## src/rtl/voter_tally.sv

```systemverilog
// Clocked voting session over N_VOTERS channels: accepts one vote per voter,
// closes on all-voted, explicit close or timeout, then publishes tallies and verdict.
module voter_tally #(
    parameter int unsigned N_VOTERS = 4,
    parameter int unsigned TIMEOUT  = 16,
    parameter int unsigned MAJ_MODE = 0
) (
    input  logic                               clk,
    input  logic                               rst_n,
    input  logic                               start,
    input  logic                               close,
    input  logic [N_VOTERS-1:0]                vote_en,
    input  logic [N_VOTERS-1:0]                vote_val,
    output logic [$clog2(N_VOTERS+1)-1:0]      yes_cnt,
    output logic [$clog2(N_VOTERS+1)-1:0]      no_cnt,
    output logic [N_VOTERS-1:0]                voted,
    output logic                               busy,
    output logic                               result_valid,
    output logic                               pass,
    output logic                               tie,
    output logic                               timeout
);

    localparam int unsigned CW = $clog2(N_VOTERS + 1);
    localparam int unsigned TW = (TIMEOUT > 1) ? $clog2(TIMEOUT) : 1;

    typedef enum logic [1:0] {
        S_IDLE  = 2'd0,
        S_OPEN  = 2'd1,
        S_TALLY = 2'd2,
        S_DONE  = 2'd3
    } state_t;

    state_t                r_state;
    logic [CW-1:0]         r_yes;
    logic [CW-1:0]         r_no;
    logic [N_VOTERS-1:0]   r_voted;
    logic [TW-1:0]         r_timer;
    logic                  r_busy;
    logic                  r_result_valid;
    logic                  r_pass;
    logic                  r_tie;
    logic                  r_timeout;

    logic [N_VOTERS-1:0]   w_accept;
    logic [N_VOTERS-1:0]   w_acc_yes;
    logic [N_VOTERS-1:0]   w_acc_no;
    logic [N_VOTERS-1:0]   w_voted_next;
    logic [CW-1:0]         w_yes_add;
    logic [CW-1:0]         w_no_add;
    logic                  w_all_voted;
    logic                  w_timer_hit;
    logic                  w_close_evt;
    logic [CW:0]           w_yes_x2;
    logic                  w_pass;
    logic                  w_tie;

    // Vote acceptance: only first vote per voter counts; popcount of this cycle's accepts.
    always_comb begin
        w_accept     = vote_en & ~r_voted;
        w_acc_yes    = w_accept & vote_val;
        w_acc_no     = w_accept & ~vote_val;
        w_voted_next = r_voted | w_accept;
        w_yes_add    = '0;
        w_no_add     = '0;
        for (int i = 0; i < int'(N_VOTERS); i++) begin
            w_yes_add = w_yes_add + CW'(w_acc_yes[i]);
            w_no_add  = w_no_add  + CW'(w_acc_no[i]);
        end
        w_all_voted = &w_voted_next;
        w_timer_hit = (r_timer == TW'(TIMEOUT - 1));
        w_close_evt = w_all_voted | close | w_timer_hit;
    end

    // Verdict evaluated at CW+1 bits so doubling the yes count cannot overflow.
    always_comb begin
        w_yes_x2 = {r_yes, 1'b0};
        w_pass   = 1'b0;
        w_tie    = 1'b0;
        if (MAJ_MODE == 0) begin
            w_pass = ({1'b0, r_yes} > {1'b0, r_no});
            w_tie  = (r_yes == r_no);
        end else begin
            w_pass = (w_yes_x2 > (CW+1)'(N_VOTERS));
            w_tie  = (w_yes_x2 == (CW+1)'(N_VOTERS));
        end
    end

    always_ff @(posedge clk or negedge rst_n) begin
        if (!rst_n) begin
            r_state        <= S_IDLE;
            r_yes          <= '0;
            r_no           <= '0;
            r_voted        <= '0;
            r_timer        <= '0;
            r_busy         <= 1'b0;
            r_result_valid <= 1'b0;
            r_pass         <= 1'b0;
            r_tie          <= 1'b0;
            r_timeout      <= 1'b0;
        end else begin
            case (r_state)
                S_IDLE, S_DONE: begin
                    r_result_valid <= 1'b0;
                    if (start) begin
                        r_state   <= S_OPEN;
                        r_yes     <= '0;
                        r_no      <= '0;
                        r_voted   <= '0;
                        r_timer   <= '0;
                        r_pass    <= 1'b0;
                        r_tie     <= 1'b0;
                        r_timeout <= 1'b0;
                        r_busy    <= 1'b1;
                    end
                end
                S_OPEN: begin
                    r_voted <= w_voted_next;
                    r_yes   <= r_yes + w_yes_add;
                    r_no    <= r_no + w_no_add;
                    r_timer <= r_timer + TW'(1);
                    if (w_close_evt) begin
                        r_state   <= S_TALLY;
                        r_timeout <= w_timer_hit & ~w_all_voted & ~close;
                    end
                end
                S_TALLY: begin
                    r_state        <= S_DONE;
                    r_pass         <= w_pass;
                    r_tie          <= w_tie;
                    r_result_valid <= 1'b1;
                    r_busy         <= 1'b0;
                end
                default: begin
                    r_state <= S_IDLE;
                    r_busy  <= 1'b0;
                end
            endcase
        end
    end

    assign yes_cnt      = r_yes;
    assign no_cnt       = r_no;
    assign voted        = r_voted;
    assign busy         = r_busy;
    assign result_valid = r_result_valid;
    assign pass         = r_pass;
    assign tie          = r_tie;
    assign timeout      = r_timeout;

endmodule

```

## config.mk

```make
export PLATFORM = sky130hd
export DESIGN_NAME = voter_tally
export DESIGN_NICKNAME = d
export VERILOG_FILES = /design/src/rtl/voter_tally.sv
export SDC_FILE = /design/constraint.sdc
export NUM_CORES = 1
export LEC_CHECK = 0
export CAP_MARGIN = 20
export CORE_MARGIN = 4
export CORE_UTILIZATION = 54
export DETAILED_ROUTE_END_ITERATION = 8
export PLACE_DENSITY = 0.81
export SYNTH_ARGS = -nofsm -noshare
export SYNTH_HDL_FRONTEND = slang
export SYNTH_SLANG_ARGS = --single-unit
```

## constraint.sdc

```tcl
create_clock -name clk -period 7.97 [get_ports clk]
set_input_delay 1.594 -clock clk [delete_from_list [all_inputs] [get_ports clk]]
set_output_delay 1.594 -clock clk [all_outputs]
set_load 0.005 [all_outputs]
```

**After elaboration in Yosys (flattened, before gate mapping)**

Cells that the tools add are included.

- Register bits: 21
- Bits in latches: 0
- Memory bits (writable): 0
- ROM bits: 0
- Bits of input ports: 12
- Output and inout port bits: 15
- Memories: 0

- Add/sub/neg operators: 9
- Multiply operators: 0
- Divide/modulo/power cells: 0
- $lt $le $gt $ge: 1
- Eq/ne operators: 7
- Shifts and indexed selects: 0
- Muxes and demuxes: 17
- Bitwise gates (word level): 12
- Reductions and logical operators: 9

Operators with widths:

| cell | count |
|---|---|
| one-hot mux 4 bit (2 select lines) | 2 |
| bitwise AND 4 bit | 3 |
| one-hot mux 3 bit (2 select lines) | 2 |
| one-hot mux 1 bit (2 select lines) | 5 |
| NOT 4 bit | 2 |
| adder 2 x 1 -> 3 bit | 2 |
| adder 3 x 1 -> 3 bit | 2 |
| adder 3 bit | 2 |
| one-hot mux 2 bit (3 select lines) | 1 |
| AND reduction 2 bit | 3 |
| adder 1 x 1 -> 2 bit | 2 |
| adder 4 x 1 -> 4 bit (second input constant) | 1 |
| equality test 2 bit (second input constant) | 2 |
| equality test 4 bit (second input constant) | 1 |
| 2-to-1 mux 2 bit | 2 |
| 2-to-1 mux 4 bit | 1 |
| inequality test 2 bit (second input constant) | 2 |
| OR 4 bit | 1 |
| AND reduction 4 bit | 1 |
| nonzero test 2 bit | 2 |
| equality test 3 bit | 1 |
| > comparator 3 bit | 1 |
| 2-to-1 mux 1 bit | 3 |
| 2-to-1 mux 3 bit | 1 |
| 7 further kinds | 10 |

**Logic depth before layout (Yosys ltp)**

Gate-level depths: netlist of the first run.

- Word-level depth: 9
- Depth in mapped cells: 7
- Depth with buffers taken out: 7

**Least setup slack after synthesis of the first run**

Ideal clock, no wire load.

- Path type: input to register
- Start point: in vote_val[0]
- End point: reg r_no[2] (netlist: no_cnt[2])
- Data arrival time: 3.680 ns
- Slack: 4.207 ns
- Stages: 7
- Path through: or3b_2 -> fa_1 -> fa_1 -> fa_1 -> nor3_1 -> a21oi_1 -> o21ai_0

- Word-level cells in the longest chain between the ends: 7

Ends and longest elaborated chain:

| element | line | text |
|---|---|---|
| start, declared | 13 | `input logic [N_VOTERS-1:0] vote_val,` |
| NOT 4 bit | 62 | `w_acc_no = w_accept & ~vote_val;` |
| bitwise AND 4 bit | 62 |  |
| adder 1 x 1 -> 2 bit | 68 | `w_no_add = w_no_add + CW'(w_acc_no[i]);` |
| adder 2 x 1 -> 3 bit | 68 |  |
| adder 3 x 1 -> 3 bit | 68 |  |
| adder 3 bit | 120 | `r_no <= r_no + w_no_add;` |
| one-hot mux 3 bit (2 select lines) | 102 | `case (r_state)` |
| end signal, assigned | 120 |  |
| end, declared | 36 | `logic [CW-1:0] r_no;` |

No other way between the ends.
A chain may end at the register's enable or synchronous reset.

**Worst setup path after layout of the first run**

- Start point: in vote_en[0]
- End point: reg r_no[2] (netlist: no_cnt[2])

- Word-level cells in the longest chain between the ends: 7

Ends and longest elaborated chain:

| element | line | text |
|---|---|---|
| start, declared | 12 | `input logic [N_VOTERS-1:0] vote_en,` |
| bitwise AND 4 bit | 60 | `w_accept = vote_en & ~r_voted;` |
| bitwise AND 4 bit | 62 |  |
| adder 1 x 1 -> 2 bit | 68 |  |
| adder 2 x 1 -> 3 bit | 68 |  |
| adder 3 x 1 -> 3 bit | 68 |  |
| adder 3 bit | 120 |  |
| one-hot mux 3 bit (2 select lines) | 102 |  |

No other way between the ends.

==> results of run 1 <==
## placed cells by master, fill, tap and decap left out
cell and count:
dfrtp_1 21, clkbuf_4 3, o21ai_2 2, clkdlybuf4s50_1 26
a32o_1 2, a21o_1 1, nor3b_1 2, nor2_1 8
nand2_1 13, o21ai_1 6, a31oi_1 1, a21boi_0 1
fa_1 6, and3_1 2, buf_16 1, nand3b_1 4
nand2b_2 1, a21oi_1 12, nand3_1 2, o22ai_1 2
nor2b_1 2, o2bb2ai_1 1, ha_1 7, mux2_2 1
mux2i_1 3, or3b_2 4, nor3_1 2, o21ai_0 9
clkinv_2 1, inv_1 10, nand4_1 1
## registers in the layout (all words and copies together) (netlist names)
| signal | cells |
|---|---|
| tie | 1 |
| r_state | 2 |
| busy | 1 |
| result_valid | 1 |
| pass | 1 |
| yes_cnt | 3 |
| timeout | 1 |
| no_cnt | 3 |
| voted | 4 |
| r_timer | 4 |
## cell families after synthesis
| family | Yosys count |
|---|---|
| simple gates | 41 |
| compound gates | 37 |
| flops | 21 |
| buf+inv | 13 |
| fa+ha+maj | 13 |
| mux | 4 |
## routing by layer
| layer | part of all wire, % | vias up | GRT usage (%) |
|---|---|---|---|
| met4 | 1.3 | 0 | 5.08 |
| met2 | 52 | 22 | 34.0 |
| met3 | 4.9 | 6 | 4.60 |
| met1 | 42 | 500 | 21.7 |
| met5 | 0 | - | 0 |
| li1 | - | 508 | - |
## path summary, 6_finish.rpt
kind | slack, ps | end | cells after the start
worst min register to register | 520 | pass$_DFFE_PN0P_ | 2
worst max register to register | 5290 | no_cnt[2]$_DFFE_PN0P_ | 7
max in group asynchronous | 6140 | r_state[1]$_DFFE_PN0P_ | 2
worst max-delay path | 3940 | no_cnt[2]$_DFFE_PN0P_ | 8
worst min-delay path | 520 | pass$_DFFE_PN0P_ | 2
min in group asynchronous | 1460 | yes_cnt[0]$_DFFE_PN0P_ | 1
## worst max-delay path: cells and delay by family
family	cells	cell delay, ps
adders and majority gates	3	1320
and+or+nand+nor	2	660
buffers and inverters	1	510
AOI/OAI and AO/OA	2	190
## through the flow
stage                     setup slack, ps  power [W]  hold slack (ps)
final                                3940   0.000552              515
after global routing                 3800   0.000611              559
after CTS                            3940   0.000557              521
after detailed placement             3600   0.000503              490
after global placement               3640   0.000490              476
after floorplan                      4210   0.000391              467
## area by class of cell
type / count / area share (%)
clock buffers: 3 / 1.41
clock inverters: 1 / 0.313
inverters: 10 / 2.35
multi-input cells: 95 / 42.8
flip-flops and latches: 21 / 32.9
well taps: 28 / 2.19
repair buffers: 27 / 18.0
## power breakdown
part           switching [W]   total, W  internal, W
logic               0.000165   0.000315     0.000150
clock network      0.0000339  0.0000526    0.0000187
registers          0.0000373   0.000185     0.000147
total               0.000237   0.000552     0.000315
==> metrics.md, run 1 <==
| Metric | Value |
|---|---|
| Setup violators final | `0` |
| Dpl cells | `180` |
| Crit path launch type | `input pin` |
| Clock Sink Count | `21` |
| WL/cell | `14.1 um` |
| Fin Clk Skew | `17.8 ps` |
| Tmin final | `4030 ps` |
| DRT Pass-1 Iters | `4` |
| Crit path from | `vote_en[0]` |
| Root Buffer Master | `clkbuf_4` |
| # resized after CTS | `0` |
| Crit-path max FO | `4` |
| Vias in the first global route | `1111` |
| CTS H-tree depth | `1` |
| Starting density of the core | `56.9%` |
| Complex-gate fraction of the synthesized area | `16.9%` |
| P&R area growth vs syn | `25.7%` |
| Layout cells sized above 1 | `8.28%` |
| CP cell instances | `clkdlybuf4s50_1 > or3b_2 > fa_1 > fa_1 > fa_1 > nor3_1 > a21oi_1 > o21ai_0` |
| Main combinational cell family by area after synthesis | `simple AND/OR/NAND/NOR gates` |
| Die ar. | `0.00319 mm^2` |
| Ys async rst share | `100%` |
| Port buffer count | `26` |
| Final Util | `71.5%` |
| Clk pin slew, worst setup/hold paths | `130 ps` |
| Syn Nets | `154` |
| Count leader, synth | `dfrtp_1` |
| Synthesized area per cell | `9.84 um^2` |
| Library cells used by synthesis | `30` |
| ANT cells | `0` |
| Post-detailed-route count of antenna-violating nets | `0` |
| Synth Register Bits | `21` |
| Num CTS Buffers | `3` |
| Max incr delay on CP | `510 ps` |
| Mux cell area share after synthesis | `3.25%` |
| Yosys warnings | `0` |
| Avg Vias per Cell | `5.60` |
| Reg2reg start | `voted[0]$_DFFE_PN0P_` |
| # IOs | `27` |
| Die width | `56.5 um` |
| Final instance area | `0.00160 mm^2` |
| Total negative setup slack | `0 ps` |
| Peak VDD IR | `0.272 mV` |
| Xor/xnor share of the synthesized area | `0%` |
| Most instantiated cells after synthesis | `dfrtp_1 (21), nand2_1 (13), a21oi_1 (12), inv_1 (10), o21ai_0 (9)` |
| Site Rows | `17` |
| DR vias | `1036` |
| Slowest cell on the critical path | `clkdlybuf4s50_1` |
| Post CTS Setup Buffer Count | `0` |
| Synth top area share | `41.4%` |
| Fill count | `189` |
| Critical path arrival | `4270 ps` |
| Most common cell on crit path | `fa_1` |
| Cell taking the most area after synthesis | `dfrtp_1` |
| Placer congestion estimate | `0.745` |
| Fin. max-slew vios | `0` |
| Worst slew margin | `69.4%` |
| Number of antenna violations at the first check in global routing | `0` |
| Area of the multi-input gates | `683 um^2` |
| Hold_sp | `pass$_DFFE_PN0P_` |
| Overflow after GRT | `0` |
| Power Dens Cells | `346 mW/mm^2` |
| Die Ht | `56.5 um` |
| Leading post-synthesis cells by cell area | `dfrtp_1 (41%), fa_1 (9.5%), ha_1 (6.9%)` |
| Status | `finished clean` |
| Clock latency on the worst-skew pair | `310 ps` |
| Primary FF master, synth | `dfrtp_1` |
| Adder-Cell Fraction of Synth Area | `16.4%` |
| Core area | `0.00223 mm^2` |
| Max-cap violations | `0` |
| Tcrit/Tclk final | `50.5%` |
| Required time of the critical path | `8220 ps` |
| Number of synthesized flops with an enable pin | `0` |
| Final WL | `2610 um` |
| Leak | `0.677 nW` |
| Post-synthesis sequential area ratio | `41.4%` |
| Final Hold Fails | `0` |
| Largest net degree at the start of global routing | `22` |
| Register area | `526 um^2` |
| First-pass GRT wire length | `4750 um` |
| Worst min-delay path category | `flop to flop` |
| Residual DRC | `0` |
| GRT Util Overall | `18.7%` |
| Placed Area | `0.00154 mm^2` |
| Crit end category | `flop` |
| RSZ-0062 raised after global routing | `false` |
| CTS tree | `yes` |
| Max Root-Sink Buffers | `2` |
| CTS Hold Bufs | `0` |
| DP HPWL | `2030 um` |
| CP Class | `input pin to flop` |
| Worst-Margin Slew | `459 ps` |
| Max Fclk | `248 MHz` |
| Synth Area in Simple Gates | `17.2%` |
| Post-layout net count | `183` |
| First DRT Iteration DRCs | `10` |
| Mapped Area | `0.00127 mm^2` |
| Cells after Synth | `129` |
| Fin cells | `185` |
Note: power is estimated with default switching activity, not from simulation.
==> run 2: changes to the inputs <==
- CORE_UTILIZATION: 54 -> 50
- PLACE_DENSITY: 0.81 -> 0.76
- clock period: 7.97 -> 3.8 ns (I/O delays scaled with it)
==> run 2 against run 1 <==
Combinational power up 110%; core utilization down 3.8 points; register-to-register slack worse by 4200 ps; worst setup slack worse by 3300 ps.
==> metrics.md, run 2 (synthesis results as in run 1) <==
| Metric | Value |
|---|---|
| Crit-path max FO | `4` |
| Avg Vias per Cell | `5.67` |
| CP Class | `input pin to flop` |
| Max Fclk | `312 MHz` |
| Peak VDD IR | `0.563 mV` |
| Post-detailed-route count of antenna-violating nets | `0` |
| Total negative setup slack | `0 ps` |
| CP cell instances | `clkdlybuf4s50_1 > or3b_2 > fa_1 > fa_1 > fa_1 > nor3_1 > a21oi_1 > o21ai_0` |
| Fin Clk Skew | `3.96 ps` |
| Die Ht | `58.4 um` |
| CTS H-tree depth | `1` |
| Starting density of the core | `54.8%` |
| Final instance area | `0.00157 mm^2` |
| Leak | `0.664 nW` |
| First DRT Iteration DRCs | `54` |
| DRT Pass-1 Iters | `4` |
| Max Root-Sink Buffers | `2` |
| Clk pin slew, worst setup/hold paths | `120 ps` |
| DP HPWL | `2090 um` |
| Post-layout net count | `182` |
| Vias in the first global route | `1011` |
| Core area | `0.00232 mm^2` |
| Setup violators final | `0` |
| Site Rows | `17` |
| Overflow after GRT | `0` |
| Worst min-delay path category | `flop to flop` |
| Crit end category | `flop` |
| Num CTS Buffers | `3` |
| Placer congestion estimate | `0.838` |
| Post CTS Setup Buffer Count | `0` |
| Residual DRC | `0` |
| Most common cell on crit path | `fa_1` |
| Status | `finished clean` |
| Clock Sink Count | `21` |
| WL/cell | `15.0 um` |
| Power Dens Cells | `736 mW/mm^2` |
| Clock latency on the worst-skew pair | `300 ps` |
| RSZ-0062 raised after global routing | `false` |
| Final WL | `2760 um` |
| Root Buffer Master | `clkbuf_4` |
| # resized after CTS | `0` |
| Layout cells sized above 1 | `7.69%` |
| Port buffer count | `26` |
| # IOs | `27` |
| First-pass GRT wire length | `4640 um` |
| Worst-Margin Slew | `984 ps` |
| Final Util | `67.7%` |
| Placed Area | `0.00154 mm^2` |
| Die ar. | `0.00341 mm^2` |
| Worst slew margin | `34.2%` |
| Crit path launch type | `input pin` |
| Final Hold Fails | `0` |
| ANT cells | `0` |
| Largest net degree at the start of global routing | `22` |
| DR vias | `1044` |
| Number of antenna violations at the first check in global routing | `0` |
| Max-cap violations | `0` |
| Required time of the critical path | `4030 ps` |
| Max incr delay on CP | `520 ps` |
| P&R area growth vs syn | `23.5%` |
| Tmin final | `3210 ps` |
| Fill count | `194` |
| Slowest cell on the critical path | `clkdlybuf4s50_1` |
| Die width | `58.4 um` |
| GRT Util Overall | `17.7%` |
| Tcrit/Tclk final | `84.4%` |
| CTS Hold Bufs | `0` |
| Critical path arrival | `3430 ps` |
| Fin. max-slew vios | `0` |
| Commonest non-fill, non-tap cell in the layout | `clkdlybuf4s50_1` |
| Most frequent cells in the layout | `clkdlybuf4s50_1 (26), dfrtp_1 (21), nand2_1 (13)` |
| CTS tree | `yes` |
-- run 2: cell count changes in the layout (fill, tap and decap cells not counted) --
| cell | delta |
|---|---|
| buf_16 | -1 |
-- run 2: power by group --
group,switching (W),internal [W],leakage (nW)
clock network,0.0000672,0.0000392,0.0177
registers,0.0000807,0.000309,0.274
logic,0.000349,0.000310,0.372
total,0.000497,0.000658,0.664
-- run 2: through the flow --
step / setup WS, ps / hold WS, ps / instances / power, W
detailed placement: 258 / 481 / 180 / 0.00106
CTS: 589 / 509 / 184 / 0.00117
finish: 595 / 500 / 184 / 0.00115
floorplan: 871 / 464 / 129 / 0.000820
global route: 468 / 552 / 184 / 0.00127
global placement: 296 / 468 / 180 / 0.00103
-- run 2: cell type report --
cell class                      instances  area (um^2)  share of cell area, %
Clock buffer                            3         22.5                   1.44
Clock inverter                          1         5.00                  0.319
Inverter                               10         37.5                   2.39
Multi-Input combinational cell         95          683                   43.5
Sequential cell                        21          526                   33.5
Tap cell                               28         35.0                   2.23
Timing Repair Buffer                   26          260                   16.6
-- run 2: per-layer routing --
metal  global-route usage [%]  up-vias  wire [um]
li1                         -      508          -
met1                     22.1      505       1190
met2                     30.9       29       1380
met3                     3.07        2        166
met4                     5.63        0         16
met5                        0        -          0
-- run 2: path summary, 6_finish.rpt --
check / start / endpoint / slack, ps / cells past startpoint
max in group asynchronous: rst_n / r_state[0]$_DFFE_PN0P_ / 2210 / 1
min: tie$_DFFE_PN0P_ / tie$_DFFE_PN0P_ / 500 / 2
max: vote_en[0] / no_cnt[2]$_DFFE_PN0P_ / 590 / 8
min in group asynchronous: rst_n / yes_cnt[0]$_DFFE_PN0P_ / 990 / 1
min reg2reg: tie$_DFFE_PN0P_ / tie$_DFFE_PN0P_ / 500 / 2
max reg2reg: voted[0]$_DFFE_PN0P_ / no_cnt[2]$_DFFE_PN0P_ / 1120 / 7
-- run 2: worst max-delay path: cells and delay by family --
| kind | cells | cell delay, ps |
|---|---|---|
| AND/OR/NAND/NOR | 2 | 650 |
| adder cells (fa/ha/maj) | 3 | 1320 |
| buffers and inverters | 1 | 520 |
| AO/OA/AOI/OAI | 2 | 190 |
==> run 3: changes to the inputs <==
- clock period: 3.8 -> 3 ns (I/O delays scaled with it)
==> run 3 against run 2 <==
Cell area up 2.1%; routed wire length up 5.0%; power up 28%; combinational power up 29%; flip-flop and latch count unchanged; register-to-register slack worse by 720 ps; non-clock buffer count up 3; global-route usage up 1.7 points; count of clock-buffer cells in the layout unchanged; critical path depth unchanged; clock skew down 1.7 ps; largest cell class unchanged.
==> metrics.md, run 3 (synthesis results as in run 1) <==
| Metric | Value |
|---|---|
| Status | `finished clean` |
| CP Class | `input pin to flop` |
| ANT cells | `0` |
| Fin. max-slew vios | `0` |
| Pwr Total | `0.00148 W` |
| Total negative setup slack | `0 ps` |
| Crit path launch type | `input pin` |
| WL/cell | `15.5 um` |
| Die ar. | `0.00341 mm^2` |
| Slack of the worst reg-to-reg path | `400 ps` |
| Leak | `0.680 nW` |
| Placed Area | `0.00156 mm^2` |
| # IOs | `27` |
| Net switching power | `0.000639 W` |
| Max incr delay on CP | `500 ps` |
| Placer congestion estimate | `0.834` |
| Area of the multi-input gates | `693 um^2` |
| Max Fclk | `346 MHz` |
| Avg Vias per Cell | `5.75` |
| Final WL | `2900 um` |
| Power share of the clock group | `9.1%` |
| DR vias | `1075` |
| Hold slack | `506 ps` |
| Register area | `526 um^2` |
| Final instance area | `0.00160 mm^2` |
| Sequential group share of total power | `33.5%` |
| Die Ht | `58.4 um` |
| P_int | `0.000842 W` |
| CTS H-tree depth | `1` |
| Dpl ws | `-331 ps` |
| Worst r2r path cells | `7` |
| Most common cell on crit path | `fa_2` |
| Hold depth | `2` |
| Combinational share of power | `57.3%` |
| P&R area growth vs syn | `26.1%` |
| WHS Endpoint | `pass$_DFFE_PN0P_` |
| Max-cap violations | `0` |
| Number of antenna violations at the first check in global routing | `0` |
| First DRT Iteration DRCs | `30` |
| Worst slew margin | `69.8%` |
| Commonest non-fill, non-tap cell in the layout | `clkdlybuf4s50_1` |
| Root Buffer Master | `clkbuf_4` |
| Reg2reg start | `voted[2]$_DFFE_PN0P_` |
| Required time of the critical path | `3240 ps` |
| Starting density of the core | `54.8%` |
| Most frequent cells in the layout | `clkdlybuf4s50_1 (26), dfrtp_1 (21), nand2_1 (13)` |
| Hold_sp | `pass$_DFFE_PN0P_` |
| Fill count | `194` |
| Worst-Margin Slew | `454 ps` |
| DRT Pass-1 Iters | `4` |
| Overflow after GRT | `0` |
| Peak VDD IR | `0.751 mV` |
| Slowest cell on the critical path | `fa_1` |
| Switching share of power | `43.2%` |
| Post-detailed-route count of antenna-violating nets | `0` |
| Power Dens Cells | `924 mW/mm^2` |
| Post CTS Setup Buffer Count | `0` |
| Post-layout net count | `185` |
| Final Hold Fails | `0` |
| GRT Util Overall | `19.4%` |
| Clk pin slew, worst setup/hold paths | `120 ps` |
| Fin Clk Skew | `2.22 ps` |
| Worst min-delay path category | `flop to flop` |
| Vias in the first global route | `1110` |
| Tmin final | `2890 ps` |
| Tcrit/Tclk final | `96.4%` |
| Num CTS Buffers | `3` |
| Largest net degree at the start of global routing | `22` |
| Layout cells sized above 1 | `11.3%` |
| Site Rows | `17` |
| CP cell instances | `clkdlybuf4s50_1 > or3b_2 > fa_1 > fa_2 > fa_2 > nor3_2 > a21oi_1 > o21ai_1` |
| Residual DRC | `0` |
| RSZ-0062 raised after global routing | `false` |
| Setup violators final | `0` |
| Max Root-Sink Buffers | `2` |
| R2R Path End | `no_cnt[2]$_DFFE_PN0P_` |
| CTS Hold Bufs | `0` |
| Core area | `0.00232 mm^2` |
| Clock Sink Count | `21` |
| DP HPWL | `2130 um` |
| Port buffer count | `26` |
| Critical path arrival | `3130 ps` |
| Worst Setup Slack, final | `107 ps` |
| Crit-path max FO | `2` |
| Clock latency on the worst-skew pair | `300 ps` |
| Crit end category | `flop` |
| First-pass GRT wire length | `5120 um` |
| Die width | `58.4 um` |
| CTS tree | `yes` |
==> run 3: changes by cell type in the layout (fill, tap and decap cells not counted) <==
| cell | change |
|---|---|
| buf_4 | +3 |
| o21ai_0 | -1 |
| o21ai_1 | +1 |
| fa_1 | -2 |
| fa_2 | +2 |
| nor3_1 | -1 |
| nor3_2 | +1 |
==> run 3: metal layers <==
| layer | GRT usage (%) | vias to the layer above | routed length (um) |
|---|---|---|---|
| li1 | - | 510 | - |
| met2 | 32.5 | 35 | 1480 |
| met4 | 6.95 | 0 | 29 |
| met5 | 0 | - | 0 |
| met3 | 3.29 | 4 | 164 |
| met1 | 25.1 | 526 | 1220 |
==> run 3: area by class of cell <==
cell class	count	share of cell area [%]
clock buffer	3	1.41
clock inverter	1	0.312
inverter	10	2.34
multi-input combinational	95	43.3
sequential	21	32.8
tap	28	2.19
timing repair buffer	29	17.7
==> run 3: power groups by stage <==
stage / sequential, W / combinational, W / clock [W]
detailed placement: 0.000499 / 0.000841 / 0
CTS: 0.000495 / 0.000856 / 0.000143
finish: 0.000496 / 0.000849 / 0.000135
global placement: 0.000492 / 0.000816 / 0
global route: 0.000517 / 0.000966 / 0.000153
floorplan: 0.000488 / 0.000551 / 0
==> run 3: worst max-delay path by stage <==
stage	from	to	slack [ps]
after floorplan	vote_val[0]	no_cnt[2]$_DFFE_PN0P_	230
after global placement	vote_en[0]	no_cnt[2]$_DFFE_PN0P_	-300
after detailed placement	vote_en[0]	no_cnt[2]$_DFFE_PN0P_	-330
after CTS	vote_en[0]	no_cnt[2]$_DFFE_PN0P_	40
after global routing	vote_en[2]	no_cnt[2]$_DFFE_PN0P_	10
final	vote_en[2]	no_cnt[2]$_DFFE_PN0P_	110
==> run 3: metrics by stage <==
step,util (%),std cells
global placement,67.5,183
floorplan,-,129
detailed placement,67.5,183
finish,69.1,187
global route,69.1,187
CTS,69.0,187
==> run 3: repair_timing <==
item | 4_1_cts | 5_1_grt
endpoints found under the setup margin | 1 | 1
gates resized for setup | 2 | 2
cloned | 0 | 0
pin swaps | 0 | 1
==> run 3: worst max-delay path: cells and delay by family <==
| kind | cells | cell delay (ps) |
|---|---|---|
| AO/OA/AOI/OAI | 2 | 170 |
| buffers and inverters | 1 | 480 |
| adder cells (fa/ha/maj) | 3 | 1260 |
| AND/OR/NAND/NOR | 2 | 620 |
